`src/rtl/phaselock_pkg.sv`:
```
// Shared definitions for the clk1x/clk2x phase-lock qualifier.
// Holds the qualifier FSM state encoding and the default lock/miss thresholds.
package phaselock_pkg;

  // Qualifier FSM state encoding
  localparam logic [1:0] ST_IDLE = 2'd0;
  localparam logic [1:0] ST_ACQ  = 2'd1;
  localparam logic [1:0] ST_LOCK = 2'd2;
  localparam logic [1:0] ST_HOLD = 2'd3;

  // Default thresholds
  localparam int unsigned LOCK_CNT_DEF = 16;
  localparam int unsigned MISS_CNT_DEF = 2;

endpackage

```
`src/rtl/sync2_ck1x.sv`:
```
// Two-flop synchroniser into the clk1x domain.
// Ports:
//   clk1x   - 1x clock
//   rstq1x_ - asynchronous active-low reset, both flops clear to 0
//   d_i     - asynchronous input
//   q_o     - synchronised output (2 clk1x cycles latency)
module sync2_ck1x (
  input  logic clk1x,
  input  logic rstq1x_,
  input  logic d_i,
  output logic q_o
);

  logic meta_q;
  logic sync_q;

  // Metastability settling chain
  always_ff @(posedge clk1x or negedge rstq1x_) begin
    if (!rstq1x_) begin
      meta_q <= 1'b0;
      sync_q <= 1'b0;
    end else begin
      meta_q <= d_i;
      sync_q <= meta_q;
    end
  end

  assign q_o = sync_q;

endmodule

```
`src/rtl/phaselock_ck1x.sv`:
```
// Lock qualifier for the clk1x/clk2x phase detector.
// Synchronises the detector output, requires LOCK_CNT consecutive equal
// samples before declaring lock, tolerates up to MISS_CNT-1 consecutive
// mismatches while locked, and counts lock-loss events (saturating).
// Ports:
//   clk1x    - 1x clock
//   rstq1x_  - asynchronous active-low reset
//   phasein  - detector phaseout (clk2x domain)
//   enable   - qualifier enable (level)
//   clrcnt   - synchronous clear of losscnt (pulse)
//   lock     - phase qualified
//   phsel    - sampled phase captured at lock
//   lockchg  - one-cycle pulse on every lock edge
//   losscnt  - saturating lock-loss event count
module phaselock_ck1x
  import phaselock_pkg::*;
#(
  parameter int unsigned LOCK_CNT = LOCK_CNT_DEF,
  parameter int unsigned MISS_CNT = MISS_CNT_DEF,
  parameter int unsigned CW       = 5,
  parameter int unsigned EW       = 8
) (
  input  logic          clk1x,
  input  logic          rstq1x_,
  input  logic          phasein,
  input  logic          enable,
  input  logic          clrcnt,
  output logic          lock,
  output logic          phsel,
  output logic          lockchg,
  output logic [EW-1:0] losscnt
);

  logic          ph_s;
  logic [1:0]    state_q, state_d;
  logic          ref_q, ref_d;
  logic [CW-1:0] cnt_q, cnt_d;
  logic          lock_q, lock_d;
  logic          phsel_q, phsel_d;
  logic          lockchg_q, lockchg_d;
  logic [EW-1:0] losscnt_q, losscnt_d;
  logic [EW-1:0] loss_base;
  logic          loss_c;
  logic          match;

  sync2_ck1x u_sync (
    .clk1x   (clk1x),
    .rstq1x_ (rstq1x_),
    .d_i     (phasein),
    .q_o     (ph_s)
  );

  assign match = (ph_s == ref_q);

  // State and output registers
  always_ff @(posedge clk1x or negedge rstq1x_) begin
    if (!rstq1x_) begin
      state_q   <= ST_IDLE;
      ref_q     <= 1'b0;
      cnt_q     <= '0;
      lock_q    <= 1'b0;
      phsel_q   <= 1'b0;
      lockchg_q <= 1'b0;
      losscnt_q <= '0;
    end else begin
      state_q   <= state_d;
      ref_q     <= ref_d;
      cnt_q     <= cnt_d;
      lock_q    <= lock_d;
      phsel_q   <= phsel_d;
      lockchg_q <= lockchg_d;
      losscnt_q <= losscnt_d;
    end
  end

  // Next-state and output decode
  always_comb begin
    state_d   = state_q;
    ref_d     = ref_q;
    cnt_d     = cnt_q;
    lock_d    = lock_q;
    phsel_d   = phsel_q;
    lockchg_d = 1'b0;
    loss_c    = 1'b0;

    unique case (state_q)
      ST_IDLE: begin
        cnt_d = '0;
        if (enable) state_d = ST_ACQ;
      end
      ST_ACQ: begin
        // cnt==0 marks the first acquire cycle; a mismatch restarts the run
        if ((cnt_q == '0) || !match) begin
          ref_d = ph_s;
          cnt_d = CW'(1);
        end else if (cnt_q == CW'(LOCK_CNT - 1)) begin
          state_d   = ST_LOCK;
          lock_d    = 1'b1;
          phsel_d   = ref_q;
          lockchg_d = 1'b1;
        end else begin
          cnt_d = cnt_q + CW'(1);
        end
      end
      ST_LOCK: begin
        if (!match) begin
          if (MISS_CNT == 1) begin
            loss_c = 1'b1;
          end else begin
            state_d = ST_HOLD;
            cnt_d   = CW'(1);
          end
        end
      end
      ST_HOLD: begin
        if (match) begin
          state_d = ST_LOCK;
          cnt_d   = '0;
        end else if (cnt_q == CW'(MISS_CNT - 1)) begin
          loss_c = 1'b1;
        end else begin
          cnt_d = cnt_q + CW'(1);
        end
      end
      default: state_d = ST_IDLE;
    endcase

    // Loss: drop lock and reacquire from a fresh first cycle; phsel holds
    if (loss_c) begin
      state_d   = ST_ACQ;
      cnt_d     = '0;
      lock_d    = 1'b0;
      lockchg_d = 1'b1;
    end

    // Disable overrides everything and is not a loss event
    if (!enable) begin
      state_d   = ST_IDLE;
      cnt_d     = '0;
      lock_d    = 1'b0;
      lockchg_d = lock_q;
      loss_c    = 1'b0;
    end
  end

  // Loss counter: clear first, then count, saturating at all-ones
  always_comb begin
    loss_base = clrcnt ? '0 : losscnt_q;
    losscnt_d = loss_base;
    if (loss_c && (loss_base != {EW{1'b1}})) losscnt_d = loss_base + EW'(1);
  end

  assign lock    = lock_q;
  assign phsel   = phsel_q;
  assign lockchg = lockchg_q;
  assign losscnt = losscnt_q;

endmodule
```
`config.mk`:
```
export PLATFORM = sky130hd
export DESIGN_NAME = phaselock_ck1x
export DESIGN_NICKNAME = d
export VERILOG_FILES = /design/src/rtl/phaselock_pkg.sv /design/src/rtl/sync2_ck1x.sv /design/src/rtl/phaselock_ck1x.sv
export SDC_FILE = /design/constraint.sdc
export NUM_CORES = 1
export LEC_CHECK = 0
export ABC_AREA = 1
export CAP_MARGIN = 20
export CORE_MARGIN = 2
export CORE_UTILIZATION = 58
export CTS_CLUSTER_SIZE = 14
export DETAILED_ROUTE_END_ITERATION = 16
export GPL_TIMING_DRIVEN = 0
export HOLD_SLACK_MARGIN = 0.02
export PLACE_DENSITY = 0.87
export SLEW_MARGIN = 20
export SYNTH_ARGS = -nofsm -noshare
export SYNTH_HDL_FRONTEND = slang
export SYNTH_SLANG_ARGS = --single-unit
```
`constraint.sdc`:
```
create_clock -name clk1x -period 4.2 [get_ports clk1x]
set_input_delay 0.63 -clock clk1x [delete_from_list [all_inputs] [get_ports clk1x]]
set_output_delay 0.63 -clock clk1x [all_outputs]
set_load 0.02 [all_outputs]
```
=== Word-level counts from Yosys, hierarchy flattened ===
Cells that the tools add are included.

* Word-level logic and storage cells: 69
* Input bits: 5
* Bits in registers: 21

* Equal/unequal tests: 16
* Mux-type cells: 31
* $add $sub $neg: 2
* Bitwise logic cells: 1
* Reductions and logical operators: 10

{| class="wikitable"
|+ Operators with widths
! operator !! count
|-
| 5-bit two-way mux || 7
|-
| 5-bit one-hot mux with 4 select lines || 1
|-
| 8-bit two-way mux || 2
|-
| 4-bit != test, second input constant || 4
|-
| 1-bit two-way mux || 14
|-
| 2-bit two-way mux || 6
|-
| 5-bit != test, second input constant || 2
|-
| 3-bit AND reduction || 3
|-
| 8-bit by 1-bit adder with 8-bit output, second input constant || 1
|-
| 8-bit != test, second input constant || 1
|-
| 2-bit one-hot mux with 4 select lines || 1
|-
| 3-bit by 1-bit != test with 1-bit output, second input constant || 2
|-
| 5-bit by 1-bit adder with 5-bit output, second input constant || 1
|-
| 5-bit by 1-bit == test with 1-bit output, second input constant || 1
|-
| 5-bit by 4-bit == test with 1-bit output, second input constant || 1
|-
| 5-bit zero test || 1
|-
| 2-bit == test, second input constant || 2
|-
| 4-bit AND reduction || 1
|-
| 3-bit by 2-bit != test with 1-bit output, second input constant || 1
|-
| 2-bit by 1-bit == test with 1-bit output, second input constant || 1
|-
| 2-bit zero test || 1
|-
| 2-bit AND reduction || 1
|-
| 1-bit == test || 1
|-
| 1-bit logical AND || 1
|-
| other kinds (3) || 3
|}

=== Depth between registers and ports, before layout ===
Gate-level depths: netlist (run 1).

* Depth after elaboration: 7
* Depth in mapped cells: 11
* Mapped depth without buffers: 11

=== By module ===
A second synthesis (run 1) with hierarchy kept.

* Cells, all modules: 179
* Area total of the unflattened synthesis: 1367.6 um2

{| class="wikitable"
|+ By module, submodules not included
! module !! area an instance (um2) !! cells an instance !! instances
|-
| phaselock_ck1x || 1317.5 || 177 || 1
|-
| sync2_ck1x || 50.0 || 2 || 1
|}

=== Worst setup path after synthesis (run 1) ===
Ideal clock, no wire load.

* Path kind: input-to-reg
* Start point: in clrcnt
* End point: reg losscnt_q[4] (netlist: losscnt[4])
* Path slack: 2470 ps
* Stages on the path: 9
* Arrival: 1606 ps
* Cells stage by stage: nor2_1 > ha_1 > nand4_1 > nor2_1 > nand2_1 > nand2_2 > nor2_1 > nand2_1 > nand2_1

* Word-level cells in the longest chain between the ends: 4

{| class="wikitable"
|+ Ends and longest elaborated chain
! element !! RTL line !! source
|-
| start, declared || phaselock_ck1x.sv:27 || <nowiki>input logic clrcnt,</nowiki>
|-
| 8-bit two-way mux * || phaselock_ck1x.sv:148 || <nowiki>loss_base = clrcnt ? '0 : losscnt_q;</nowiki>
|-
| parallel branches: the longest is 2 deep, another holds 8-bit by 1-bit adder with 8-bit output || -- ||
|-
| 8-bit two-way mux * || phaselock_ck1x.sv:150 || <nowiki>if (loss_c && (loss_base != {EW{1'b1}})) losscnt_d = loss_base + EW'(1);</nowiki>
|-
| named net losscnt_d[4] || phaselock_ck1x.sv:41 || <nowiki>logic [EW-1:0] losscnt_q, losscnt_d;</nowiki>
|-
| end signal, assigned || phaselock_ck1x.sv:72 || <nowiki>losscnt_q <= losscnt_d;</nowiki>
|-
| end, declared || phaselock_ck1x.sv:41 ||
|}

Mark *: on every way through the listed nets, which the timed path passes.
A chain may end at the register's enable or synchronous reset.

=== Worst setup path after layout (run 1) ===
Same ends and word-level chain as after synthesis.

==> results summary, run 1 <==
The critical path ends at losscnt[4]. Summing all non-filler instances in the final layout gives an area of 1510 um^2. Of the available clock period, the critical path in the final layout requires 0.507.

In this run, the number of DRC markers left after iteration 0 of detailed routing was 25. The post-layout minimum cycle time is 2.13 ns. The switching share of power came out at 0.383. The maximum resistive drop on vdd is 212 uV.

Leaving out fill and tap cells, the most frequent cells in the layout are sky130_fd_sc_hd__nand2_1, sky130_fd_sc_hd__nor2_1, sky130_fd_sc_hd__dfrtp_1, sky130_fd_sc_hd__inv_1, sky130_fd_sc_hd__clkdlybuf4s50_1. The logic depth of the worst register-to-register path is 10. The total die area is 2650 um^2. The leakage power total is 0.735 nW. The count of mapped cells out of synthesis came out at 178. The number of hold violations in the final report is 0.

The number of endpoints failing setup at the final stage came out at 0. At the worst endpoint, the required time is 4.40 ns. The worst setup path is captured at a register. In this run the clock root is driven by a sky130_fd_sc_hd__clkbuf_4. STA classifies the critical path startpoint as an input pin.

The run finished with clean final reports. The worst register-to-register path begins at losscnt[0]. The number of core rows came out at 17.

The overall fraction of global-route tracks in use came out at 0.234. CTS built an H-tree with a depth of 1. The least setup slack across all paths after layout came out at 2.07 ns. The setup path with the least slack is of type input pin to register. The detail-routed net length per standard cell came out at 11.8 um.

The distinct cell type count of the synthesized netlist is 22. The register bit count reported by yosys came out at 21. The routed design has 2.64 mm of wire. Derived from the worst setup path, the maximum achievable clock frequency is 469 MHz. The slowest stage of the critical path is the sky130_fd_sc_hd__clkdlybuf4s50_1 cell. The worst setup slack for register-to-register paths came out at 2.46 ns. The number of hold buffers added after CTS was 0. The fraction of post-synthesis cell area in the top cell type by area is 0.403. Dividing the detail-routed via count by the number of cells gives 5.18. The power density normalized to cell area came out at 323 nW/um^2.

The placement-stage worst setup slack came out at 1.75 ns. For this run, design rule violations remaining after detail routing come to 0. The worst clock skew came out at 0.00600 ns.

The aggregate negative setup slack came out at 0 ns. The analysis attributes to net switching a power of 0.000187 W. In this design, the largest share of critical-path delay is due to simple AND/OR/NAND/NOR gates. In this run the critical register-to-register path is captured at losscnt[4]. The mean post-synth cell area is 7.33 um^2. Clock-pin slew was measured on the worst setup and hold paths at 0.13 ns. The via count is 1160. Final hold analysis gives a worst-case slack of 0.374 ns. The number of buffers and inverters on the critical path is 1. For this run, the post-layout net count is 207. Buffers inserted during clock tree synthesis total 3. The highest cell delay on the worst timing path is 0.46 ns. The total global routing overflow is 0. The I/O pin count is 16. Measured against its own limit, the worst slew margin works out to 0.385. The number of nets with antenna violations after routing is 0. The wire length of the first global-routing pass is 4.69 mm. The fraction of final layout cells with drive strength greater than 1 came out at 0.117. The clock tree buffer depth came out at 2. Setup repair after global routing left no endpoint under its margin. Traced cell by cell, the critical path runs through clkdlybuf4s50_1, nor2_1, ha_1, nand4_1, nor2_1, nand2_1, nand2_2, nor2_1, nand2_1, nand2_1. The sequential area share after synthesis is 0.403. The final count of pins violating max slew came to 0. The cell type contributing the most total cell area after synthesis is sky130_fd_sc_hd__dfrtp_1. The share of total power dissipated in sequential elements is 0.494. Detailed placement finished with a half-perimeter wire length of 2.02 mm. Counting buffers and inverters, the worst setup path is 10 cells deep. The critical path starts at clrcnt. The clock net in this run drives a total of 21 sinks. Yosys attributes the largest share of cell area to sky130_fd_sc_hd__dfrtp_1, sky130_fd_sc_hd__nand2_1, sky130_fd_sc_hd__nor2_1. The final core area utilization came out at 0.695. The logic gate share of total power is 0.302.

The later pin in the worst-skew pair is clocked with a latency of 0.30 ns. TritonCTS built the clock tree. The number of global-route vias before repair came to 1118. Routability-driven placement finished with a final weighted congestion of 0.924.

The count of buffers from port buffering came out at 14. The data arrival time of the critical path is 2.33 ns. The mapped cell area is 1310 um^2. Leaving out fill and tap cells, the most frequent cell in the layout is sky130_fd_sc_hd__nand2_1.

The starting density of the core came out at 0.601. The placed instances occupy a cell area of 1480 um^2. The width of the die came out at 51.4 um.

The clock network fraction of total power is 0.204. The number of gates given a new drive strength after cts came out at 0. Internal power comes to 0.000300 W. The largest net degree at the start of global routing is 22. The antenna diode count came out at 0.

The vertical extent of the die came out at 51.4 um. The total area inside the core boundary comes to 2170 um^2. The worst hold path belongs to the class register to register. At the pin with the least slew margin, the transition time is 0.920 ns.

The total of warnings raised by yosys came out at 0. The area added between synthesis and finish came out at 15.5%. The net count after synthesis came out at 188.

The total of max-cap violations came out at 0. The critical-path maximum fanout came out at 6. The number of post-CTS setup repair buffers is 0. The initial antenna violation count was 0. The number of detailed-routing iterations run before antenna repair came out at 4.
## worst min-delay path by stage
stage	startpoint	to	slack, ns	depth (start not counted)
floorplan	rstq1x_	cnt_q[0]	0.33	0
global placement	u_sync.meta_q	u_sync.q_o	0.34	0
detailed placement	u_sync.meta_q	u_sync.q_o	0.35	0
CTS	u_sync.meta_q	u_sync.q_o	0.38	0
global route	u_sync.meta_q	u_sync.q_o	0.38	0
finish	u_sync.meta_q	u_sync.q_o	0.37	0
## final cells by class
class                           instances  area (um^2)
Multi-Input combinational cell        133          688
Fill cell                             175          662
Sequential cell                        21          526
Timing Repair Buffer                   14          140
Inverter                               23         86.3
Tap cell                               28         35.0
Clock buffer                            3         22.5
Clock inverter                          1         5.00
Buffer                                  1         5.00
## worst register-to-register path, cell delays in order, from the launching register on
cell	delay, ns
sky130_fd_sc_hd__dfrtp_1	0.37
sky130_fd_sc_hd__inv_1	0.06
sky130_fd_sc_hd__nor2_1	0.17
sky130_fd_sc_hd__ha_1	0.22
sky130_fd_sc_hd__nand4_1	0.21
sky130_fd_sc_hd__nor2_1	0.20
sky130_fd_sc_hd__nand2_1	0.08
sky130_fd_sc_hd__nand2_2	0.15
sky130_fd_sc_hd__nor2_1	0.06
sky130_fd_sc_hd__nand2_1	0.06
sky130_fd_sc_hd__nand2_1	0.05
## per-stage QoR
step | total power (W) | cells
2_1_floorplan | 0.000354 | 178
3_3_place_gp | 0.000384 | 220
3_5_place_dp | 0.000391 | 220
4_1_cts | 0.000489 | 224
5_1_grt | 0.000523 | 224
6_report | 0.000487 | 224
## state kept, by name, indices dropped and copies added, names as in the netlist
register,count
u_sync.q_o,1
cnt_q,5
phsel,1
u_sync.meta_q,1
losscnt,8
state_q,2
lock,1
lockchg,1
ref_q,1
## power by group through the flow
| stage | clock network, W | registers [W] | logic [W] |
|---|---|---|---|
| final | 0.0000994 | 0.000241 | 0.000147 |
| after global routing | 0.000111 | 0.000243 | 0.000169 |
| after CTS | 0.000102 | 0.000240 | 0.000148 |
| after detailed placement | 0 | 0.000244 | 0.000147 |
| after global placement | 0 | 0.000243 | 0.000142 |
| after floorplan | 0 | 0.000240 | 0.000114 |
## cells in the mapped netlist (all sizes together)
cell and count:
nand2 62, nand3 13, buf 1, nor2 27, xnor2 3, ha 5, xor2 3, dfrtp 21
nand4 5, a21oi 3, a31oi 1, nor3 2, o21ai 8, inv 23, o21bai 1
## layer usage
layer / track usage / part of all wire / vias up
met5: 0 / 0 / -
met4: 0.0746 / 0.0053 / 0
met3: 0.0409 / 0.028 / 2
met2: 0.387 / 0.49 / 17
met1: 0.312 / 0.47 / 546
li1: - / - / 595
## cell families after synthesis
group,Yosys count,synth area share
and+or+nand+nor,109,0.384
buffers and inverters,24,0.0700
DFF,21,0.403
AOI/OAI and AO/OA,13,0.0556
xor gates and xnor gates,6,0.0403
adders and majority gates,5,0.0479
Power figures use the tool's default switching activity.
==> run 2: changes to the inputs <==
- CORE_UTILIZATION: 58 -> 54
- PLACE_DENSITY: 0.87 -> 0.82
- clock period: 4.2 -> 2.2 ns (I/O delays scaled with it)
==> run 2 against run 1 <==
Clock power up 100%. Largest cell class unchanged. First-iteration DRC count down 20%. Power up 92%.
==> results summary, run 2 (same netlist as run 1, synthesis figures left out) <==
The I/O pin count is 16 (unchanged). The sequential cell area is 526 um^2 (unchanged). The path category of the worst min-delay check is input pin to register (was register to register). The HPWL after detailed placement is 2.02 mm (about the same). The total core area is 2250 um^2 (was 2170 um^2). The worst setup slack for register-to-register paths is 0.49 ns (was 2.46 ns). The final weighted congestion in routability-driven placement is 0.921 (was 0.924). Dividing the final minimum period by the clock period gives 0.817. The data arrival time of the critical path came out at 2.01 ns (was 2.33 ns). The fraction of final layout cells with drive strength greater than 1 came out at 0.117 (unchanged).

The number of remaining DRC errors came out at 0 (unchanged). The maximum resistive drop on vdd is 526 uV (was 212 uV). The number of buffers created by CTS is 3 (unchanged).

The transition at the pin with the smallest max-transition slack is 0.916 ns (was 0.920 ns). The via count is 1129 (was 1160). The post-layout minimum cycle time came out at 1.80 ns. The worst slew margin relative to its limit came out at 0.387 (was 0.385). The total number of clock tree sinks is 21 (unchanged).

The flip-flop count of the largest register after layout came out at 8 (unchanged). The logic depth of the worst register-to-register path came out at 10 (unchanged). The number of nets with antenna violations after routing is 0 (unchanged). The total global routing overflow came out at 0 (unchanged). The area of combinational cells with multiple inputs is 688 um^2 (unchanged). The total placed cells including tap cells came out at 220 (unchanged). The final core area utilization is 0.669 (was 0.695). The number of post-CTS setup repair buffers came out at 0 (unchanged). The commonest non-fill, non-tap cell in the layout is sky130_fd_sc_hd__nand2_1 (unchanged). The final count of pins violating max slew was 0 (unchanged). The critical path data required time came to 2.42 ns (was 4.40 ns). The total of max-cap violations came out at 0 (unchanged). The number of H-tree levels came to 1 (unchanged).

The worst setup path startpoint is clrcnt (unchanged). Most used cells in the layout excluding fill and tap cells: sky130_fd_sc_hd__nand2_1, sky130_fd_sc_hd__nor2_1, sky130_fd_sc_hd__dfrtp_1, sky130_fd_sc_hd__inv_1, sky130_fd_sc_hd__clkdlybuf4s50_1 (unchanged). The worst setup path endpoint is losscnt[4] (unchanged). The average vias per placed instance came out at 5.04 (was 5.18).

The largest net degree at the start of global routing came to 22 (unchanged). The number of endpoints failing setup at the final stage came to 0 (unchanged). The sort of element at the start of the critical path is an input pin (unchanged). The wire length of the first global-routing pass came out at 4.29 mm (was 4.69 mm). The width of the die came out at 53.2 um (was 51.4 um). The launch point of the worst reg-to-reg path was losscnt[0] (unchanged). The number of hold violations in the final report is 0 (unchanged). The total die area is 2830 um^2 (was 2650 um^2). The number of standard cells in the final layout excluding fillers came out at 224 (unchanged).

The path type of the worst setup path is input pin to register (unchanged). The aggregate negative setup slack came out at 0 ns (unchanged). The CTS tree is built (unchanged). The clock tree root buffer cell is sky130_fd_sc_hd__clkbuf_4 (unchanged). The maximum achievable frequency came out at 556 MHz. The antenna diode count came out at 0 (unchanged).

The total power is 0.000933 W (was 0.000487 W). The final routed wirelength across all metal layers came out at 2.53 mm (was 2.64 mm). The clock tree buffer depth is 2 (unchanged). The number of filler instances in the final layout is 211 (was 175). The vertical extent of the die is 53.2 um (was 51.4 um). The starting density of the core was 0.579 (was 0.601). The number of nets at the end of the flow is 207 (unchanged).

The detail-routed net length per standard cell came out at 11.3 um (was 11.8 um). The clock transition at the registers of the reported paths came out at 0.13 ns (about the same). The worst clock skew came out at 0.00280 ns (was 0.00600 ns).

The count of buffers from port buffering is 14 (unchanged). The DRC violation total after the first TritonRoute iteration came out at 20 (was 25). The number of gates given a new drive strength after cts came out at 0 (unchanged). The clock latency at the later pin of the worst-skew pair was 0.31 ns (was 0.30 ns). The number of detailed-routing iterations run before antenna repair is 4 (unchanged).

The destination of the worst register-to-register timing path is losscnt[4] (unchanged). The critical path endpoint category is a register (unchanged). The leakage power total came to 0.735 nW (unchanged). Outcome: complete, no violations (unchanged).

The initial antenna violation count came out at 0 (unchanged). Unrepaired setup endpoints after global routing: false (unchanged). The hold buffer count at CTS is 0 (unchanged). The critical-path maximum fanout came out at 6 (unchanged). The area added between synthesis and finish came out at 15.5% (unchanged). The number of core rows came to 17 (unchanged). The number of global-route vias before repair came out at 1030 (was 1118). The overall fraction of global-route tracks in use came out at 0.209 (was 0.234). The power density normalized to cell area came out at 619 nW/um^2 (was 323 nW/um^2).
[run 2: cell counts in the layout (fill, tap and decap cells not counted)]
No cell type changed its count.
[run 2: power by group]
part | switching, W | total (W) | internal (W)
clock | 0.000131 | 0.000199 | 0.0000680
sequential | 0.0000410 | 0.000460 | 0.000419
combinational | 0.000187 | 0.000275 | 0.0000871
total | 0.000359 | 0.000933 | 0.000574
[run 2: worst min path at each step]
| stage | endpoint | from | slack (ns) | depth (start not counted) |
|---|---|---|---|---|
| finish | lockchg | enable | 0.34 | 2 |
| global route | lockchg | enable | 0.34 | 2 |
| CTS | lockchg | enable | 0.33 | 2 |
| global placement | u_sync.q_o | u_sync.meta_q | 0.33 | 0 |
| floorplan | cnt_q[0] | rstq1x_ | 0.03 | 0 |
| detailed placement | u_sync.q_o | u_sync.meta_q | 0.34 | 0 |
[run 2: stage by stage]
step           setup slack (ns)  hold slack [ns]  area [um^2]
6_report                  0.403            0.340         1510
2_1_floorplan             0.582           0.0344         1310
5_1_grt                   0.241            0.340         1510
3_3_place_gp              0.139            0.335         1480
3_5_place_dp             0.0687            0.342         1480
4_1_cts                   0.411            0.330         1510
[run 2: cell type report]
| class | count | area share |
|---|---|---|
| well taps | 28 | 0.0232 |
| plain buffers | 1 | 0.00332 |
| inverters | 23 | 0.0573 |
| clock buffers | 3 | 0.0149 |
| clock inverters | 1 | 0.00332 |
| multi-input cells | 133 | 0.456 |
| repair buffers | 14 | 0.0929 |
| flip-flops and latches | 21 | 0.349 |
[run 2: metal layers]
layer / part of all wire / GRT usage / vias to the layer above
met5: 0 / 0 / -
met3: 0.032 / 0.0254 / 4
met2: 0.47 / 0.352 / 20
met4: 0.015 / 0.0812 / 0
li1: - / - / 595
met1: 0.48 / 0.273 / 510
[run 2: critical path, stage by stage]
cell,delay [ns]
sky130_fd_sc_hd__clkdlybuf4s50_1,0.45
sky130_fd_sc_hd__nor2_1,0.20
sky130_fd_sc_hd__ha_1,0.22
sky130_fd_sc_hd__nand4_1,0.21
sky130_fd_sc_hd__nor2_1,0.20
sky130_fd_sc_hd__nand2_1,0.08
sky130_fd_sc_hd__nand2_2,0.14
sky130_fd_sc_hd__nor2_1,0.06
sky130_fd_sc_hd__nand2_1,0.06
sky130_fd_sc_hd__nand2_1,0.05
==> run 3: changes to the inputs <==
- CORE_UTILIZATION: 54 -> 49
- PLACE_DENSITY: 0.82 -> 0.78
- clock period: 2.2 -> 1.6 ns (I/O delays scaled with it)
==> run 3 against run 2 <==
Clock power rose by 35%. Critical path depth stayed put. Non-clock buffer count up 11. First-iteration DRC count is 140% higher. Clock skew is 0.0017 ns lower. Register-to-register slack got worse by 0.48 ns. Wire length grew 26%. Critical path type is now register to register. Critical endpoint is now cnt_q[0]. Largest power group unchanged.
==> results summary, run 3 (same netlist as run 1, synthesis figures left out) <==
The area added between synthesis and finish is 35.4% (was 15.5%). The number of hold violations in the final report is 0 (unchanged). The critical path endpoint category was a register (unchanged).

The initial antenna violation count came out at 0 (unchanged). The clock tree root buffer cell was sky130_fd_sc_hd__clkbuf_4 (unchanged). Unrepaired setup endpoints after global routing: true (was false). The number of endpoints failing setup at the final stage is 0 (unchanged). The post-route clock period utilization came out at 0.993. The commonest non-fill, non-tap cell in the layout is sky130_fd_sc_hd__nand2_1 (unchanged). The final hold slack came to 0.275 ns (was 0.340 ns). The number of H-tree levels is 1 (unchanged). The cell class contributing the biggest share of worst-path delay is simple AND/OR/NAND/NOR gates (unchanged). Based on the critical path, the design can be clocked at up to 630 MHz. The final count of pins violating max slew is 0 (unchanged).

The transition at the pin with the smallest max-transition slack came to 0.964 ns (was 0.916 ns). The worst slew margin relative to its limit was 0.355 (was 0.387). The DRC violation total after the first TritonRoute iteration is 47 (was 20). The detail-routed net length per standard cell came out at 13.5 um (was 11.3 um). The total of max-cap violations was 0 (unchanged).

The worst clock skew is 0.00107 ns (was 0.00280 ns). The flip-flop count of the largest register after layout was 8 (unchanged). The number of nets with antenna violations after routing is 0 (unchanged). The maximum resistive drop on vdd came to 610 uV (was 526 uV). The total number of clock tree sinks is 21 (unchanged). The number of nets at the end of the flow is 218 (was 207). The width of the die is 55.6 um (was 53.2 um). The number of detailed-routing iterations run before antenna repair was 4 (unchanged).

The clock tree buffer depth came out at 2 (unchanged). The leakage power total was 0.860 nW (was 0.735 nW). The path category of the worst min-delay check is input pin to register (unchanged). Outcome: complete, no violations (unchanged). The data arrival time of the critical path is 1.85 ns (was 2.01 ns).

The number of global-route vias before repair is 1172 (was 1030). The path type of the worst setup path is register to register (was input pin to register). The CTS tree is built (unchanged). The largest net degree at the start of global routing is 22 (unchanged). The highest cell delay on the worst timing path is 0.45 ns (about the same). The overall fraction of global-route tracks in use is 0.197 (was 0.209). The count of buffers from port buffering came out at 14 (unchanged).

The number of core rows came to 18 (was 17). The antenna diode count came out at 0 (unchanged). The aggregate negative setup slack came out at 0 ns (unchanged). The clock latency at the later pin of the worst-skew pair was 0.31 ns (about the same).

The starting density of the core came to 0.522 (was 0.579). The final weighted congestion in routability-driven placement came out at 0.854 (was 0.921). The number of remaining DRC errors came out at 0 (unchanged). The power density normalized to cell area came out at 809 nW/um^2 (was 619 nW/um^2). The hold buffer count at CTS is 0 (unchanged). The worst-path cell with the longest stage delay is sky130_fd_sc_hd__dfrtp_1 (was sky130_fd_sc_hd__clkdlybuf4s50_1). The final routed wirelength across all metal layers came out at 3.19 mm (was 2.53 mm).

The number of buffers created by CTS was 3 (unchanged). The total die area is 3090 um^2 (was 2830 um^2). The critical path buffer and inverter count came out at 1 (unchanged).

The I/O pin count came out at 16 (unchanged). Among the stages of the critical path, the cell type that occurs most often is sky130_fd_sc_hd__nor2_4. The wire length of the first global-routing pass is 4.94 mm (was 4.29 mm). The clock transition at the registers of the reported paths came out at 0.12 ns (was 0.13 ns). The sort of element at the start of the critical path is a register (was input pin). The via count was 1263 (was 1129). The post-layout minimum cycle time came out at 1.59 ns. The critical path data required time came out at 1.86 ns (was 2.42 ns). The HPWL after detailed placement came out at 2.02 mm (about the same). The average vias per placed instance is 5.33 (was 5.04). The total core area came out at 2500 um^2 (was 2250 um^2).

Worst-path cell chain: inv_2, ha_4, nand2_2, nor2_4, nand3_4, nand2_4, nor2_4, nor2_4, nand2_1, nand2_1 (was clkdlybuf4s50_1, nor2_1, ha_1, nand4_1, nor2_1, nand2_1, nand2_2, nor2_1, nand2_1, nand2_1). Most used cells in the layout excluding fill and tap cells: sky130_fd_sc_hd__nand2_1, sky130_fd_sc_hd__dfrtp_1, sky130_fd_sc_hd__nor2_1, sky130_fd_sc_hd__inv_1 (was sky130_fd_sc_hd__nand2_1, sky130_fd_sc_hd__nor2_1, sky130_fd_sc_hd__dfrtp_1, sky130_fd_sc_hd__inv_1, sky130_fd_sc_hd__clkdlybuf4s50_1). The critical-path maximum fanout is 5 (was 6). The total global routing overflow came out at 0 (unchanged). The fraction of final layout cells with drive strength greater than 1 came out at 0.300 (was 0.117). The vertical extent of the die came to 55.6 um (was 53.2 um).
run 3: cell types whose count changed in the layout (fill, tap and decap cells not counted), sizes merged:
cell and change:
buf +11, dlymetal6s2s +4, clkdlybuf4s50 -4
run 3: path summary, 6_finish.rpt:
path                       cells past startpoint     startpoint         end  slack [ns]
max in group asynchronous                      1        rstq1x_  losscnt[0]        0.51
setup / recovery                              10       cnt_q[1]    cnt_q[0]        0.01
setup reg to reg                              10       cnt_q[1]    cnt_q[0]        0.01
min in group asynchronous                      1        rstq1x_    cnt_q[2]        0.44
hold reg to reg                                0  u_sync.meta_q  u_sync.q_o        0.36
hold / removal                                 2         enable     lockchg        0.27
run 3: cell type report:
type,count,area [um^2]
inverter,23,86.3
sequential,21,528
buffer,1,5.00
multi-input combinational,133,842
fill,182,733
tap,30,37.5
clock inverter,1,5.00
timing repair buffer,25,240
clock buffer,3,22.5
run 3: through the flow:
step | total power, W | util | area [um^2] | setup slack [ns] | std cells
2_1_floorplan | 0.000929 | - | 1310 | 0.0157 | 178
6_report | 0.00143 | 0.707 | 1770 | 0.0117 | 237
5_1_grt | 0.00152 | 0.707 | 1770 | -0.0919 | 237
4_1_cts | 0.00133 | 0.640 | 1600 | 0.00494 | 235
3_3_place_gp | 0.00101 | 0.594 | 1480 | -0.346 | 222
3_5_place_dp | 0.00103 | 0.594 | 1480 | -0.430 | 222
run 3: per-layer routing:
metal	GRT usage	vias up	wire [um]
met4	0.0732	0	46
met2	0.345	41	1560
met3	0.0209	5	137
met1	0.247	601	1450
met5	0	-	0
li1	-	616	-
run 3: power by group:
part	leakage (nW)	internal [W]	switching (W)
logic	0.562	0.000181	0.000342
clock network	0.0177	0.0000937	0.000175
registers	0.280	0.000577	0.0000607
total	0.860	0.000852	0.000578
run 3: timing repair:
action,in CTS,in global routing
setup buffers,9,2
endpoints found under the setup margin,13,17
pin swaps,10,23
gates resized for setup,7,43
